--- config.mk ---
export PLATFORM = sky130hd
export DESIGN_NAME = motion_event_detector
export DESIGN_NICKNAME = d
export VERILOG_FILES = /design/src/rtl/motion_event_detector.sv
export SDC_FILE = /design/constraint.sdc
export NUM_CORES = 1
export LEC_CHECK = 0
export BUFFER_PORTS_ARGS = -buffer_cell sky130_fd_sc_hd__clkbuf_2
export CAP_MARGIN = 20
export CORE_MARGIN = 2
export CORE_UTILIZATION = 36
export DETAILED_ROUTE_END_ITERATION = 8
export PLACE_DENSITY_LB_ADDON = 0.15
export SYNTH_ARGS = -nofsm -noshare
export SYNTH_HDL_FRONTEND = slang
export SYNTH_SLANG_ARGS = --single-unit
--- constraint.sdc ---
create_clock -name clk -period 6.9 [get_ports clk]
set_clock_uncertainty 0.1 [all_clocks]
set_input_delay 0.69 -clock clk [delete_from_list [all_inputs] [get_ports clk]]
set_output_delay 0.69 -clock clk [all_outputs]
set_load 0.1 [all_outputs]
--- src/rtl/motion_event_detector.sv ---
// ----------------------------------------------------------------------------
// motion_event_detector
//
// Samples the accelerometer X/Y/Z axes on a free-running tick. For each
// sample it computes activity (the sum of absolute axis deltas), smooths it
// with an exponential moving average, detects shaking with hysteresis and
// classifies the dominant tilt direction.
//
// Ports
//   clk           system clock
//   rst_n         asynchronous active-low reset
//   X/Y/Z_Accel   signed 16-bit accelerations, same clock domain, no strobe
//   activity      |dX|+|dY|+|dZ| of the latest sample (18-bit unsigned)
//   activity_avg  EMA of activity (18-bit unsigned)
//   shaking       hysteretic shake level
//   shake_pulse   one-cycle pulse on shaking 0->1, coincident with result_valid
//   tilt_code     0 none, 1 +X, 2 -X, 3 +Y, 4 -Y, 5 +Z, 6 -Z
//   result_valid  one-cycle pulse when all outputs have been updated
//
// state    | meaning
// ---------+-----------------------------------------------------------------
// S_IDLE   | wait for the sample tick
// S_CAP    | capture X/Y/Z into cur_*
// S_DIFF   | register |cur - prev| and |cur| per axis
// S_SUM    | register activity (0 until primed) and the tilt code
// S_FILT   | EMA update; outputs, prev_*, primed and shake state are loaded
//          | at the edge leaving this state
// S_DECIDE | outputs valid, result_valid/shake_pulse high; back to S_IDLE
// ----------------------------------------------------------------------------
module motion_event_detector #(
   parameter int          SAMPLE_DIV = 500000,
   parameter int          AVG_LOG2   = 3,
   parameter logic [17:0] HI_THRESH  = 18'd4000,
   parameter logic [17:0] LO_THRESH  = 18'd1500,
   parameter logic [15:0] TILT_MIN   = 16'd2000
) (
   input  logic        clk,
   input  logic        rst_n,
   input  logic [15:0] X_Accel,
   input  logic [15:0] Y_Accel,
   input  logic [15:0] Z_Accel,
   output logic [17:0] activity,
   output logic [17:0] activity_avg,
   output logic        shaking,
   output logic        shake_pulse,
   output logic [2:0]  tilt_code,
   output logic        result_valid
);

   typedef enum logic [2:0] {
      S_IDLE,
      S_CAP,
      S_DIFF,
      S_SUM,
      S_FILT,
      S_DECIDE
   } state_t;

   localparam logic [19:0] DIV_M1 = 20'(SAMPLE_DIV - 1);

   state_t      state;
   logic [19:0] tick_cnt;
   logic        tick;

   logic [15:0] cur_x, cur_y, cur_z;
   logic [15:0] prev_x, prev_y, prev_z;
   logic [15:0] adx_r, ady_r, adz_r;
   logic [15:0] acx_r, acy_r, acz_r;
   logic [17:0] act_r;
   logic [2:0]  tilt_r;
   logic        primed;

   logic [16:0] dx, dy, dz;
   logic [15:0] adx, ady, adz;
   logic [15:0] acx, acy, acz;
   logic [17:0] sum_act;
   logic [2:0]  tilt_nxt;
   logic [15:0] dom_mag;
   logic signed [18:0] ema_diff;
   logic signed [18:0] ema_step;
   logic signed [19:0] ema_sum;
   logic [17:0] avg_new;

   // Tick counter free-runs regardless of the FSM.
   assign tick = (tick_cnt == DIV_M1);

   always_ff @(posedge clk or negedge rst_n) begin
      if (!rst_n) begin
         tick_cnt <= '0;
      end else if (tick) begin
         tick_cnt <= '0;
      end else begin
         tick_cnt <= tick_cnt + 20'd1;
      end
   end

   // Deltas are formed at 17 bits so a full-scale swing cannot wrap; the
   // magnitude of a 17-bit value in [-65535, 65535] always fits 16 bits.
   always_comb begin
      dx  = {cur_x[15], cur_x} - {prev_x[15], prev_x};
      dy  = {cur_y[15], cur_y} - {prev_y[15], prev_y};
      dz  = {cur_z[15], cur_z} - {prev_z[15], prev_z};
      adx = dx[16] ? (~dx[15:0] + 16'd1) : dx[15:0];
      ady = dy[16] ? (~dy[15:0] + 16'd1) : dy[15:0];
      adz = dz[16] ? (~dz[15:0] + 16'd1) : dz[15:0];
      // |-32768| reads as 32768 once taken as unsigned.
      acx = cur_x[15] ? (~cur_x + 16'd1) : cur_x;
      acy = cur_y[15] ? (~cur_y + 16'd1) : cur_y;
      acz = cur_z[15] ? (~cur_z + 16'd1) : cur_z;
   end

   always_comb begin
      sum_act = {2'b00, adx_r} + {2'b00, ady_r} + {2'b00, adz_r};
      // Ties favour X over Y over Z; a zero axis counts as positive.
      if (acx_r >= acy_r && acx_r >= acz_r) begin
         dom_mag  = acx_r;
         tilt_nxt = cur_x[15] ? 3'd2 : 3'd1;
      end else if (acy_r >= acz_r) begin
         dom_mag  = acy_r;
         tilt_nxt = cur_y[15] ? 3'd4 : 3'd3;
      end else begin
         dom_mag  = acz_r;
         tilt_nxt = cur_z[15] ? 3'd6 : 3'd5;
      end
      if (dom_mag < TILT_MIN) begin
         tilt_nxt = 3'd0;
      end
   end

   // EMA: arithmetic shift floors toward negative, result clamped to 18 bits.
   always_comb begin
      ema_diff = $signed({1'b0, act_r}) - $signed({1'b0, activity_avg});
      ema_step = ema_diff >>> AVG_LOG2;
      ema_sum  = $signed({2'b00, activity_avg}) + $signed({ema_step[18], ema_step});
      if (!primed) begin
         avg_new = activity_avg;
      end else if (ema_sum[19]) begin
         avg_new = '0;
      end else if (ema_sum[18]) begin
         avg_new = '1;
      end else begin
         avg_new = ema_sum[17:0];
      end
   end

   always_ff @(posedge clk or negedge rst_n) begin
      if (!rst_n) begin
         state        <= S_IDLE;
         cur_x        <= '0;
         cur_y        <= '0;
         cur_z        <= '0;
         prev_x       <= '0;
         prev_y       <= '0;
         prev_z       <= '0;
         adx_r        <= '0;
         ady_r        <= '0;
         adz_r        <= '0;
         acx_r        <= '0;
         acy_r        <= '0;
         acz_r        <= '0;
         act_r        <= '0;
         tilt_r       <= '0;
         primed       <= 1'b0;
         activity     <= '0;
         activity_avg <= '0;
         shaking      <= 1'b0;
         shake_pulse  <= 1'b0;
         tilt_code    <= '0;
         result_valid <= 1'b0;
      end else begin
         result_valid <= 1'b0;
         shake_pulse  <= 1'b0;
         case (state)
            S_IDLE: begin
               if (tick) begin
                  state <= S_CAP;
               end
            end
            S_CAP: begin
               cur_x <= X_Accel;
               cur_y <= Y_Accel;
               cur_z <= Z_Accel;
               state <= S_DIFF;
            end
            S_DIFF: begin
               adx_r <= adx;
               ady_r <= ady;
               adz_r <= adz;
               acx_r <= acx;
               acy_r <= acy;
               acz_r <= acz;
               state <= S_SUM;
            end
            S_SUM: begin
               act_r  <= primed ? sum_act : 18'd0;
               tilt_r <= tilt_nxt;
               state  <= S_FILT;
            end
            S_FILT: begin
               activity     <= act_r;
               activity_avg <= avg_new;
               tilt_code    <= tilt_r;
               prev_x       <= cur_x;
               prev_y       <= cur_y;
               prev_z       <= cur_z;
               primed       <= 1'b1;
               result_valid <= 1'b1;
               if (primed) begin
                  if (!shaking && avg_new >= HI_THRESH) begin
                     shaking     <= 1'b1;
                     shake_pulse <= 1'b1;
                  end else if (avg_new < LO_THRESH) begin
                     shaking <= 1'b0;
                  end
               end
               state <= S_DECIDE;
            end
            S_DECIDE: begin
               state <= S_IDLE;
            end
            default: begin
               state <= S_IDLE;
            end
         endcase
      end
   end

endmodule
After elaboration in Yosys (flattened, before gate mapping)
Cells that the tools add are included.
Widths: inputs -> output; s select.
{"block": "word_totals", "inputBits": 50, "reg_bits": 279, "word_cells": 88, "out_inout_bits": 42}
{"block": "op_classes", "n_mux": 27, "add_sub_neg": 14, "n_reduce_logical": 6, "order_cmp": 6, "bitwise": 6, "n_eq_ne": 6}
{"op": "$mux 16", "n": 8}
{"op": "$add 16x1->16 const B", "n": 6}
{"op": "$not 16->16", "n": 6}
{"op": "$mux 18", "n": 4}
{"op": "$sub 16x16->17", "n": 3}
{"op": "$ge 16x16->1", "n": 3}
{"op": "$add 19x16->20", "n": 1}
{"op": "$add 20x1->20 const B", "n": 1}
{"op": "$eq 20x19->1 const B", "n": 1}
{"op": "$mux 20", "n": 1}
{"op": "$sub 18x18->19", "n": 1}
{"op": "$add 17x16->18", "n": 1}
{"op": "$ge 18x12->1 const B", "n": 1}
{"op": "$lt 18x11->1 const B", "n": 1}
{"op": "$add 16x16->17", "n": 1}
{"op": "$lt 16x11->1 const B", "n": 1}
{"op": "$mux 3", "n": 5}
{"op": "$pmux 3 s5", "n": 1}
{"op": "$eq 3x2->1 const B", "n": 2}
{"op": "$mux 1", "n": 6}
{"op": "$mux 2", "n": 2}
{"op": "$eq 3x1->1 const B", "n": 1}
{"op": "$eq 3x3->1 const B", "n": 1}
{"op": "$logic_not 3->1", "n": 1}
{"op": "5 further kinds", "n": 6}

Logic depth before layout (Yosys ltp)
Gate-level depths: netlist of the first run.
{"block": "depth", "word_depth": 10, "ltp_mapped": 24}

Least setup slack after synthesis of the first run
Ideal clock, no wire load.
{"block": "synth_timing", "path_type": "register -> register", "from": "register activity_avg[2]", "to": "register shaking", "path_slack_ns": 1.393, "synth_period_minus_slack_ns": 5.507, "path_stages_with_launch": 23, "t_arrival_ns": 5.319, "required_time_ns": 6.713, "setup_ns": 0.087, "cell_sequence": "dfrtp_1 > inv_1 > ha_1 > a21oi_1 > o21ai_2 > o41ai_4 > nor2b_1 > a21o_1 > and2_1 > o21a_1 > o21a_1 > nor2_1 > xnor2_1 > ha_1 > and3_1 > a2111oi_4 > a31oi_1 > a311o_1 > xnor2_4 > o211ai_1 > a211oi_1 > a32oi_1 > a22oi_1"}
{"block": "synth_via", "elab_chain_cells": 9, "word_cells_on_any_way": 11, "cone_classes": "add/sub (2); order compare (2); mux (4); reduce/logical (3)"}
{"item": "start, declared", "line": "43", "text": "output logic [17:0] activity_avg,"}
{"item": "start signal, assigned", "line": "201", "text": "activity_avg <= avg_new;"}
{"item": "$sub 18x18->19", "line": "132", "text": "ema_diff = $signed({1'b0, act_r}) - $signed({1'b0, activity_avg});"}
{"item": "$add 19x16->20", "line": "134", "text": "ema_sum = $signed({2'b00, activity_avg}) + $signed({ema_step[18], ema_step});"}
{"item": "$mux 18", "line": "139", "text": "end else if (ema_sum[18]) begin"}
{"item": "$mux 18", "line": "137", "text": "end else if (ema_sum[19]) begin"}
{"item": "$mux 18 *", "line": "135", "text": "if (!primed) begin"}
{"item": "$ge 18x12->1", "line": "209", "text": "if (!shaking && avg_new >= HI_THRESH) begin"}
{"item": "$logic_and 1x1->1", "line": "209"}
{"item": "$reduce_bool 2->1 (no line)"}
{"item": "$reduce_and 3->1 (no line)"}
{"item": "end signal, assigned", "line": "166", "text": "shaking <= 1'b0;"}
{"item": "end signal, assigned", "line": "210", "text": "shaking <= 1'b1;"}
{"item": "end signal, assigned", "line": "213", "text": "shaking <= 1'b0;"}
{"item": "end, declared", "line": "44", "text": "output logic shaking,"}
Mark *: on every way between the ends. The rest lies on a longest branch, timed or not.
A chain may end at the register's enable or synchronous reset.

Worst setup path in the final report of the first run
Ends and elaborated chain as after synthesis.

==> impl_results.md, run 1 <==
* Area after DPL at 19440 µm²
* Worst hold margin at 0.1224 ns
* Clock latency on the worst-skew pair at 0.56 ns
* FP Rows at 82
* Layout cell share with drive strength beyond 1 at 12.55%
* Reg-to-reg setup timing slack at between 1 and 1.5 ns
* Mapped cell area at 18240 µm²
* Clk buf depth at 3
* Warnings from Yosys at 0
* Max incr delay on CP at 0.49 ns
* Fraction of registers with async set/reset at 100.0%
* First-pass GRT wire length at approximately 79000 µm
* Cells after DPL at 2662
* Number of synthesized register bits at around 280
* Gr ovfl total at 0
* Share of the synthesized area in the top cell type at 38.27%
* Wire length per cell after detailed routing at between 15 and 20 µm
* Synth area leaders: dfrtp_1 38%, ha_1 11%, o21ai_0 5.9%
* Final setup TNS at 0 ns
* Top-level I/O count at 92
* Most frequent cells in the layout: 279 x dfrtp_1, 228 x nand2_1, 214 x o21ai_0, 154 x ha_1, 135 x inv_1
* Setup violators final at 0
* Synth cell types at 81
* CP endpoint kind: flip-flop
* Layout area overhead at 13.41%
* Worst setup endpoint: shaking
* Post-route ant nets at 0
* Reg-to-reg critical path endpoint: shaking
* CTS sink cnt at 279
* # DRC at 0
* Iter 0 DRT Violations at around 650
* Critical Path Slowest Stage Cell: xnor2_4
* DP Wirelength at 36330 µm
* Total CTS buffers at 36
* Status: complete, no violations
* Core Region at 50070 µm²
* Port Buffers at between 90 and 100
* Cell depth of the worst setup path at 22
* Placer Congestion at 0.8882
* Worst r2r src: activity_avg[2]
* Register area share after synthesis at between 30% and 40%
* Worst min-delay path class: in -> async
* Max-Cap Viols at 0
* Tcrit/Tclk final at 84.13%
* Worst EP arrival at 6.17 ns
* CP Cell Sequence: inv_1 -> ha_1 -> a21oi_1 -> o21ai_2 -> o41ai_4 -> nor2b_1 -> a21o_1 -> and2_1 -> o21a_1 -> o21a_1 -> nor2_1 -> xnor2_1 -> ha_1 -> and3_1 -> a2111oi_4 -> a31oi_1 -> a311o_1 -> xnor2_4 -> o211ai_1 -> a211oi_1 -> a32oi_1 -> a22oi_1
* CP delay by family, top: compound AO/OA/AOI/OAI gates
* Peak supply drop at ~0.00016 V
* Clock Pin Slew Worst Setup and Hold Paths at 0.06 ns
* Cts hold-fix bufs at 0
* Hold Fails Final Rpt at 0
* Slew Viols, Final at 0
* Starting Density at around 36%
* Post-cts sizing count at 0
* Die height at 229.1 µm
* F_max at 172.3 MHz
* Die W at 229.1 µm
* Worst slew margin at between 30% and 40%
* Mapped Nets at 2172
* Most common cell after layout, fill and taps aside: dfrtp_1
* CTS tree: yes
* DRT Pass-1 Iters at 5
* Gr usage total at 18.74%
* Pleak at 9.918 nW
* Root Driver: clkbuf_16
* H-tree levels at 2
* Top cell type by total area after synthesis: dfrtp_1
* Cells after Synth at 1947
* Critical Path Start Type: flip-flop
* Measured slew at the worst slew-check pin at 0.9220 ns
* Unrepaired setup endpoints after global routing: no
* Largest net degree at the start of global routing at 155
* Drt total wl at between 40000 and 50000 µm
* Tmin final at 5.805 ns
* N_diodes at 0
* Crit path from: activity_avg[2]
* Bufs and invs on worst path at 1
* Final Non-Filler Cells at between 2000 and 3000
* Via-to-Cell Ratio at 5.202
* Fin nets at 2254
* Worst reg2reg path depth at 22
* Main flop type after synthesis: dfrtp_1
* Antenna violations before repair at 0
* Vias at 14190
* Postcts setup bufs at 0
* Final instance area at 20690 µm²
* Number of flops mapped to enable cells by yosys at 0
* Required @ worst endpoint at 7.27 ns
* Pwr dens at 176.6 nW/µm²
* Syn_area_per_cell at 9.371 µm²
* Worst-path maximum fanout at 19
* CP Class: reg -> reg
* Die footprint at 52500 µm²
* Number of global-route vias before repair at 14290
-- kinds of logic after synthesis --
group,share of synthesized area [%]
muxes,4.252
xor gates and xnor gates,8.312
adders and majority gates,12.87
DFF,38.27
and+or+nand+nor,13.43
buffers and inverters,4.094
AOI/OAI and AO/OA,18.78
-- through the flow --
step	setup slack (ns)	util, %	power [mW]
floorplan	1.393	-	1.667
global placement	1.107	38.83	1.718
detailed placement	0.9463	38.83	1.718
CTS	0.8954	41.31	3.723
global route	0.7282	41.33	3.789
finish	1.095	41.33	3.655
-- power breakdown --
group / leakage, nW / internal, mW / total (mW) / switching (mW)
Combinational: 5.48 / 0.0119 / 0.0485 / 0.0365
Sequential: 3.84 / 1.64 / 1.64 / 0
Clock: 0.604 / 1.20 / 1.97 / 0.774
-- area by class of cell --
class / count / area (µm²)
timing repair buffer: 104 / 588.1
clock buffer: 50 / 1023
inverter: 135 / 506.7
clock inverter: 14 / 217.7
tap: 672 / 840.8
fill: 5011 / 29380
sequential: 279 / 6982
multi-input combinational: 1473 / 10530
-- cell usage after synthesis (18+ instances only) --
library cell,n
o31ai_1,20
nor2_1,96
nand2_1,229
o21ai_0,214
inv_1,135
mux2_2,64
clkbuf_1,55
nor3_1,42
nand3_1,35
a21oi_1,66
dfrtp_1,279
a21o_1,48
o21a_1,23
fa_1,21
xor2_1,82
xnor2_1,88
or3_1,18
ha_1,154
a31oi_1,20
-- metal layers --
metal,wire (µm),track usage [%],part of all wire (%),vias to the layer above
met5,0,0,0,-
met4,988,4.525,2.0,0
met3,1405,2.839,2.9,55
met2,23400,32.05,48,185
met1,22830,24.86,47,6884
li1,-,-,-,7062
-- state kept, by name, summed over array words and instances, names as in the netlist, 18 cells and up --
name          cells
activity_avg     18
tick_cnt         20
activity         18
act_r            18
-- how the worst min path moves through the flow --
stage | startpoint | endpoint | slack [ns]
2_1_floorplan | rst_n | act_r[0] | 0.29
3_3_place_gp | primed | primed | 0.35
3_5_place_dp | primed | primed | 0.36
4_1_cts | rst_n | activity_avg[16] | 0.15
5_1_grt | rst_n | activity_avg[0] | 0.20
6_report | rst_n | activity_avg[17] | 0.12
No activity file was read; power rests on OpenSTA's default activity.
==> run 2, diff against run 1 <==
- ABC_AREA: not set -> 1
- clock period: 6.9 -> 5.4 ns (I/O delays scaled with it)
==> run 2 against run 1 <==
Sequential power is 30% higher. Area after synthesis is 5.5% higher. Worst hold slack better by 0.018 ns. Clock-buffer cell count is 1 higher. Die area is 5.4% higher. Synthesized cell count is 32% higher. Clock power is 25% higher. Combinational power grew to 9.4 times the previous value. Wire length is 15% higher. Non-clock buffer count is 2 lower. First-iteration DRC count is 56% higher. Critical path type unchanged. Critical endpoint unchanged.
==> impl_results.md, run 2 <==
* Layout area overhead at 12.54%
* Most common cell after layout, fill and taps aside: nand2_1
* First-pass GRT wire length at around 90000 µm
* Critical Path Start Type: flip-flop
* Layout cell share with drive strength beyond 1 at 7.407%
* N_diodes at 0
* Main flop type after synthesis: dfrtp_1
* Iter 0 DRT Violations at slightly above 1000
* Cells after Synth at 2571
* Top-level I/O count at 92
* Wire length per cell after detailed routing at 16.59 µm
* Fraction of registers with async set/reset at 100.0%
* Total CTS buffers at 37
* Warnings from Yosys at 0
* Hold Fails Final Rpt at 0
* Post-route ant nets at 0
* Critical Path Slowest Stage Cell: dfrtp_1
* Die height at 235.2 µm
* PnR worst setup slack at 0.5501 ns
* Core Region at between 50000 and 60000 µm²
* Mapped cell area at 19250 µm²
* Synth cell types at 54
* Gr ovfl total at 0
* Number of global-route vias before repair at 16700
* Largest net degree at the start of global routing at 129
* Clock Pin Slew Worst Setup and Hold Paths at roughly 0.07 ns
* Clock latency on the worst-skew pair at ~0.54 ns
* Worst min-delay path class: in -> reg
* Worst EP arrival at about 5.2 ns
* Die W at 235.2 µm
* CTS sink cnt at ~280
* Vias at 17010
* Die footprint at between 50000 and 60000 µm²
* Required @ worst endpoint at 5.74 ns
* Pwr dens at about 230 nW/µm²
* Register area share after synthesis at 36.27%
* Top-count cell post-synth: nand2_1
* CTS tree: yes
* Post-synth top cells: 644 x nand2_1, 361 x inv_1, 279 x dfrtp_1
* Tcrit/Tclk final at 89.81%
* Max incr delay on CP at 0.39 ns
* Syn_area_per_cell at 7.487 µm²
* Worst-path maximum fanout at 18
* Root Driver: clkbuf_16
* Unrepaired setup endpoints after global routing: no
* Final setup TNS at 0 ns
* Max-Cap Viols at 0
* Share of the synthesized area in the top cell type at a little over a third
* Slew Viols, Final at 0
* F_max at 206.2 MHz
* Top cell type by total area after synthesis: dfrtp_1
* CP endpoint kind: flip-flop
* Port Buffers at 91
* CP Class: reg -> reg
* H-tree levels at 2
* Tmin final at 4.850 ns
* DRT Pass-1 Iters at 5
* CP most frequent cell: nand2_1
* Worst slew margin at 38.53%
* Measured slew at the worst slew-check pin at 0.9220 ns
* Peak supply drop at 0.0001699 V
* Placer Congestion at 0.9091
* Synth area leaders: dfrtp_1 36%, nand2_1 13%, ha_1 10%
* Fin nets at 2875
* Pleak at ~11 nW
* Setup violators final at 0
* Clk buf depth at 3
* Mapped Nets at 2796
* Status: complete, no violations
* Starting Density at roughly 36%
* Most frequent cells in the layout: 642 x nand2_1, 361 x inv_1, 279 x dfrtp_1, 212 x o21ai_0, 192 x nor2_1
* Max reg flops at 20
* Via-to-Cell Ratio at 5.060
* DP Wirelength at 43340 µm
* Gr usage total at 20.22%
* Antenna violations before repair at 0
* FP Rows at 84
* Number of flops mapped to enable cells by yosys at 0
* Number of synthesized register bits at 279
* Drt total wl at 55750 µm
* Post-Place Worst Slack at approximately 0.62 ns
* # DRC at 0
* Most flops, register: tick_cnt
## run 2: through the flow
stage	cells	total power, mW	utilization (%)	cell area (µm²)	hold slack (ns)
after detailed placement	3296	2.635	38.69	20410	0.3583
after global placement	3296	2.630	38.69	20410	0.3483
after CTS	3359	5.152	41.01	21630	0.09920
final	3361	5.069	41.06	21660	0.1408
after floorplan	2571	2.461	-	19250	0.1444
after global routing	3361	5.299	41.06	21660	0.1152
## run 2: kinds of logic (layout without fill, tap and decap cells)
| kind of cell | after synthesis | in the layout | synth area share (%) |
|---|---|---|---|
| simple gates | 1095 | 1095 | 24.02 |
| compound gates | 466 | 466 | 13.21 |
| buf+inv | 428 | 530 | 8.444 |
| flops | 279 | 279 | 36.27 |
| fa+ha+maj | 175 | 175 | 12.19 |
| xor+xnor | 128 | 128 | 5.863 |
## run 2: what timing repair did
item / 4_1_cts / 5_1_grt
resized for setup: 0 / 0
buffers inserted: 0 / 2
hold buffers: 1 / 0
endpoints found under the hold margin: 37 / 0
endpoints found under the setup margin: 0 / 1
## run 2: worst max-delay path, delay by kind of cell (launching register included)
| kind | cells | cell delay (ns) |
|---|---|---|
| AND/OR/NAND/NOR | 21 | 2.06 |
| AO/OA/AOI/OAI | 5 | 0.90 |
| adder cells (fa/ha/maj) | 2 | 0.72 |
| buffers and inverters | 5 | 0.48 |
| flip-flops | 1 | 0.39 |
| XOR/XNOR | 1 | 0.08 |
## run 2: path summary, 6_finish.rpt
check / startpoint / end / slack [ns] / cells after the start
worst max-delay path: activity_avg[8] / shaking / 0.55 / 34
max in group asynchronous: rst_n / activity[6] / 3.47 / 3
worst min-delay path: Y_Accel[7] / cur_y[7] / 0.14 / 3
worst max register to register: activity_avg[8] / shaking / 0.55 / 34
worst min register to register: tick_cnt[0] / tick_cnt[0] / 0.36 / 1
min in group asynchronous: rst_n / cur_y[2] / 0.51 / 2
## run 2: per-layer routing
layer  track usage [%]  wire [µm]
met1             26.19      25210
met2             35.64      27550
met3             2.568       1689
met4             5.192       1295
met5                 0          0
## run 2: power breakdown
group | switching, mW | leakage [nW] | internal, mW
Combinational | 0.308 | 6.75 | 0.151
Clock | 0.968 | 0.598 | 1.51
Sequential | 0.0281 | 3.77 | 2.11
## run 2: layout make-up
cell class	instances	area (µm²)
multi-input cells	1864	10660
clock buffers	51	1091
flip-flops and latches	279	6982
fillers	5505	31100
clock inverters	11	122.6
inverters	366	1374
repair buffers	102	575.6
well taps	688	860.8
==> run 3, diff against run 2 <==
- clock period: 5.4 -> 5.2 ns (I/O delays scaled with it)
==> run 3 against run 2 <==
Register-to-register slack got worse by 0.09 ns. First-iteration DRC count increased by 4.0%. Sequential share of layout area is 0.086 points higher. Flip-flop and latch count is the same. Worst hold slack worse by 0.018 ns. Total power up 1.7%. Cell count about the same. Sequential power up 4%. Wire length down 0.90%. Non-clock buffer count increased by 1. Largest power group unchanged.
==> impl_results.md, run 3 (synthesized netlist as in run 2, its figures left out) <==
* Status: complete, no violations
* Antenna violations before repair at 0
* Worst-path maximum fanout at 4
* Tmin final at approximately 4.7 ns
* N_diodes at 0
* Layout cell share with drive strength beyond 1 at 7.301%
* Clk buf depth at 3
* Final setup TNS at 0 ns
* Measured slew at the worst slew-check pin at 0.9194 ns
* Final instance area at 21600 µm²
* Worst min-delay path class: in -> reg
* Pleak at 11.09 nW
* Worst EP arrival at 5.08 ns
* Slew Viols, Final at 0
* Drt total wl at between 50000 and 60000 µm
* Reg-to-reg setup timing slack at approximately 0.46 ns
* Fillers at 5492
* Core Region at 52760 µm²
* Number of global-route vias before repair at roughly 17000
* Crit path from: activity_avg[2]
* Layout area overhead at 12.24%
* Gr ovfl total at 0
* Most common cell after layout, fill and taps aside: nand2_1
* Fin nets at 2875
* CTS sink cnt at 279
* Unrepaired setup endpoints after global routing: no
* Peak supply drop at 0.0001944 V
* DP Wirelength at 42940 µm
* Worst hold margin at 0.1227 ns
* Iter 0 DRT Violations at 1048
* Gr usage total at between 20% and 30%
* CTS tree: yes
* Area after DPL at 20430 µm²
* Wire length per cell after detailed routing at between 15 and 20 µm
* # DRC at 0
* Max reg flops at 20
* Port Buffers at 91
* Max incr delay on CP at around 0.4 ns
* DRT Pass-1 Iters at 6
* Vias at 16900
* Largest net degree at the start of global routing at 135
* Setup violators final at 0
* Post-Route Utilization at roughly 40%
* CP most frequent cell: nand2_1
* Placer Congestion at 0.9023
* H-tree levels at 2
* Tcrit/Tclk final at 91.19%
* Die footprint at 55330 µm²
* First-pass GRT wire length at between 80000 and 90000 µm
* Post-route ant nets at 0
* Total CTS buffers at 36
* Critical Path Start Type: flip-flop
* Clock Pin Slew Worst Setup and Hold Paths at approximately 0.060 ns
* Root Driver: clkbuf_16
* Max-Cap Viols at 0
* Required @ worst endpoint at 5.54 ns
* Critical Path Slowest Stage Cell: dfrtp_1
* CP endpoint kind: flip-flop
* Clock latency on the worst-skew pair at 0.55 ns
* FP Rows at 84
* Top-level I/O count at 92
* Most flops, register: tick_cnt
* Hold Fails Final Rpt at 0
* CP Class: reg -> reg
* F_max at 210.9 MHz
* Via-to-Cell Ratio at around 5.0
* Worst r2r src: activity_avg[2]
* Die height at 235.2 µm
* Post-cts sizing count at 0
* Most frequent cells in the layout: 642 x nand2_1, 361 x inv_1, 279 x dfrtp_1, 212 x o21ai_0, 192 x nor2_1
* Worst slew margin at about two fifths
* Starting Density at 36.48%
* Die W at about 240 µm
* Pwr dens at 238.7 nW/µm²
* Worst Hold Launch: Z_Accel[7]
run 3: cell types whose count changed in the layout (fill, tap and decap cells not counted), sizes merged:
cell      previous run  this run
inv                367       365
buf                 11        12
clkinvlp             1         2
clkbuf             141       139
run 3: layout make-up:
class	count	area, µm²	area share, %
multi-input combinational	1864	10660	49.33
sequential	279	6982	32.32
inverter	366	1374	6.359
clock buffer	49	1031	4.772
tap	688	860.8	3.984
timing repair buffer	103	595.6	2.757
clock inverter	10	105.1	0.4865
run 3: routing by layer:
layer / global-route usage, % / up-vias / routed length (µm)
met4: 6.215 / 0 / 1421
met5: 0 / - / 0
met2: 34.98 / 308 / 27000
li1: - / 8525 / -
met1: 25.97 / 7984 / 24940
met3: 2.263 / 84 / 1881
run 3: worst max-delay path, delay by kind of cell (launching register included):
family	cells	cell delay (ns)
XOR/XNOR	1	0.19
adder cells (fa/ha/maj)	2	0.68
flip-flops	1	0.41
AND/OR/NAND/NOR	19	2.05
buffers and inverters	3	0.25
AO/OA/AOI/OAI	5	0.94
run 3: path summary, 6_finish.rpt:
check	cells after the start	endpoint
worst max-delay path	30	shaking
min in group asynchronous	2	cur_y[2]
worst min-delay path	3	cur_z[7]
max in group asynchronous	3	activity_avg[10]
worst max register to register	30	shaking
worst min register to register	1	tick_cnt[0]
run 3: power by group:
part | switching (mW) | internal (mW) | total (mW) | leakage [nW]
Clock | 0.983 | 1.48 | 2.46 | 0.558
Sequential | 0.0272 | 2.19 | 2.22 | 3.77
Combinational | 0.321 | 0.157 | 0.478 | 6.76
run 3: repair_timing:
action	in CTS	in global routing
setup buffers	0	2
hold buffers	1	0
setup endpoints to repair	0	1
endpoints found under the hold margin	93	0
run 3: per-stage QoR:
stage	setup WS, ns	power [mW]	instances
2_1_floorplan	0.4115	2.555	2571
3_3_place_gp	0.5017	2.733	3297
3_5_place_dp	0.4519	2.738	3297
4_1_cts	0.4395	5.241	3357
5_1_grt	0.04023	5.389	3359
6_report	0.4579	5.157	3359
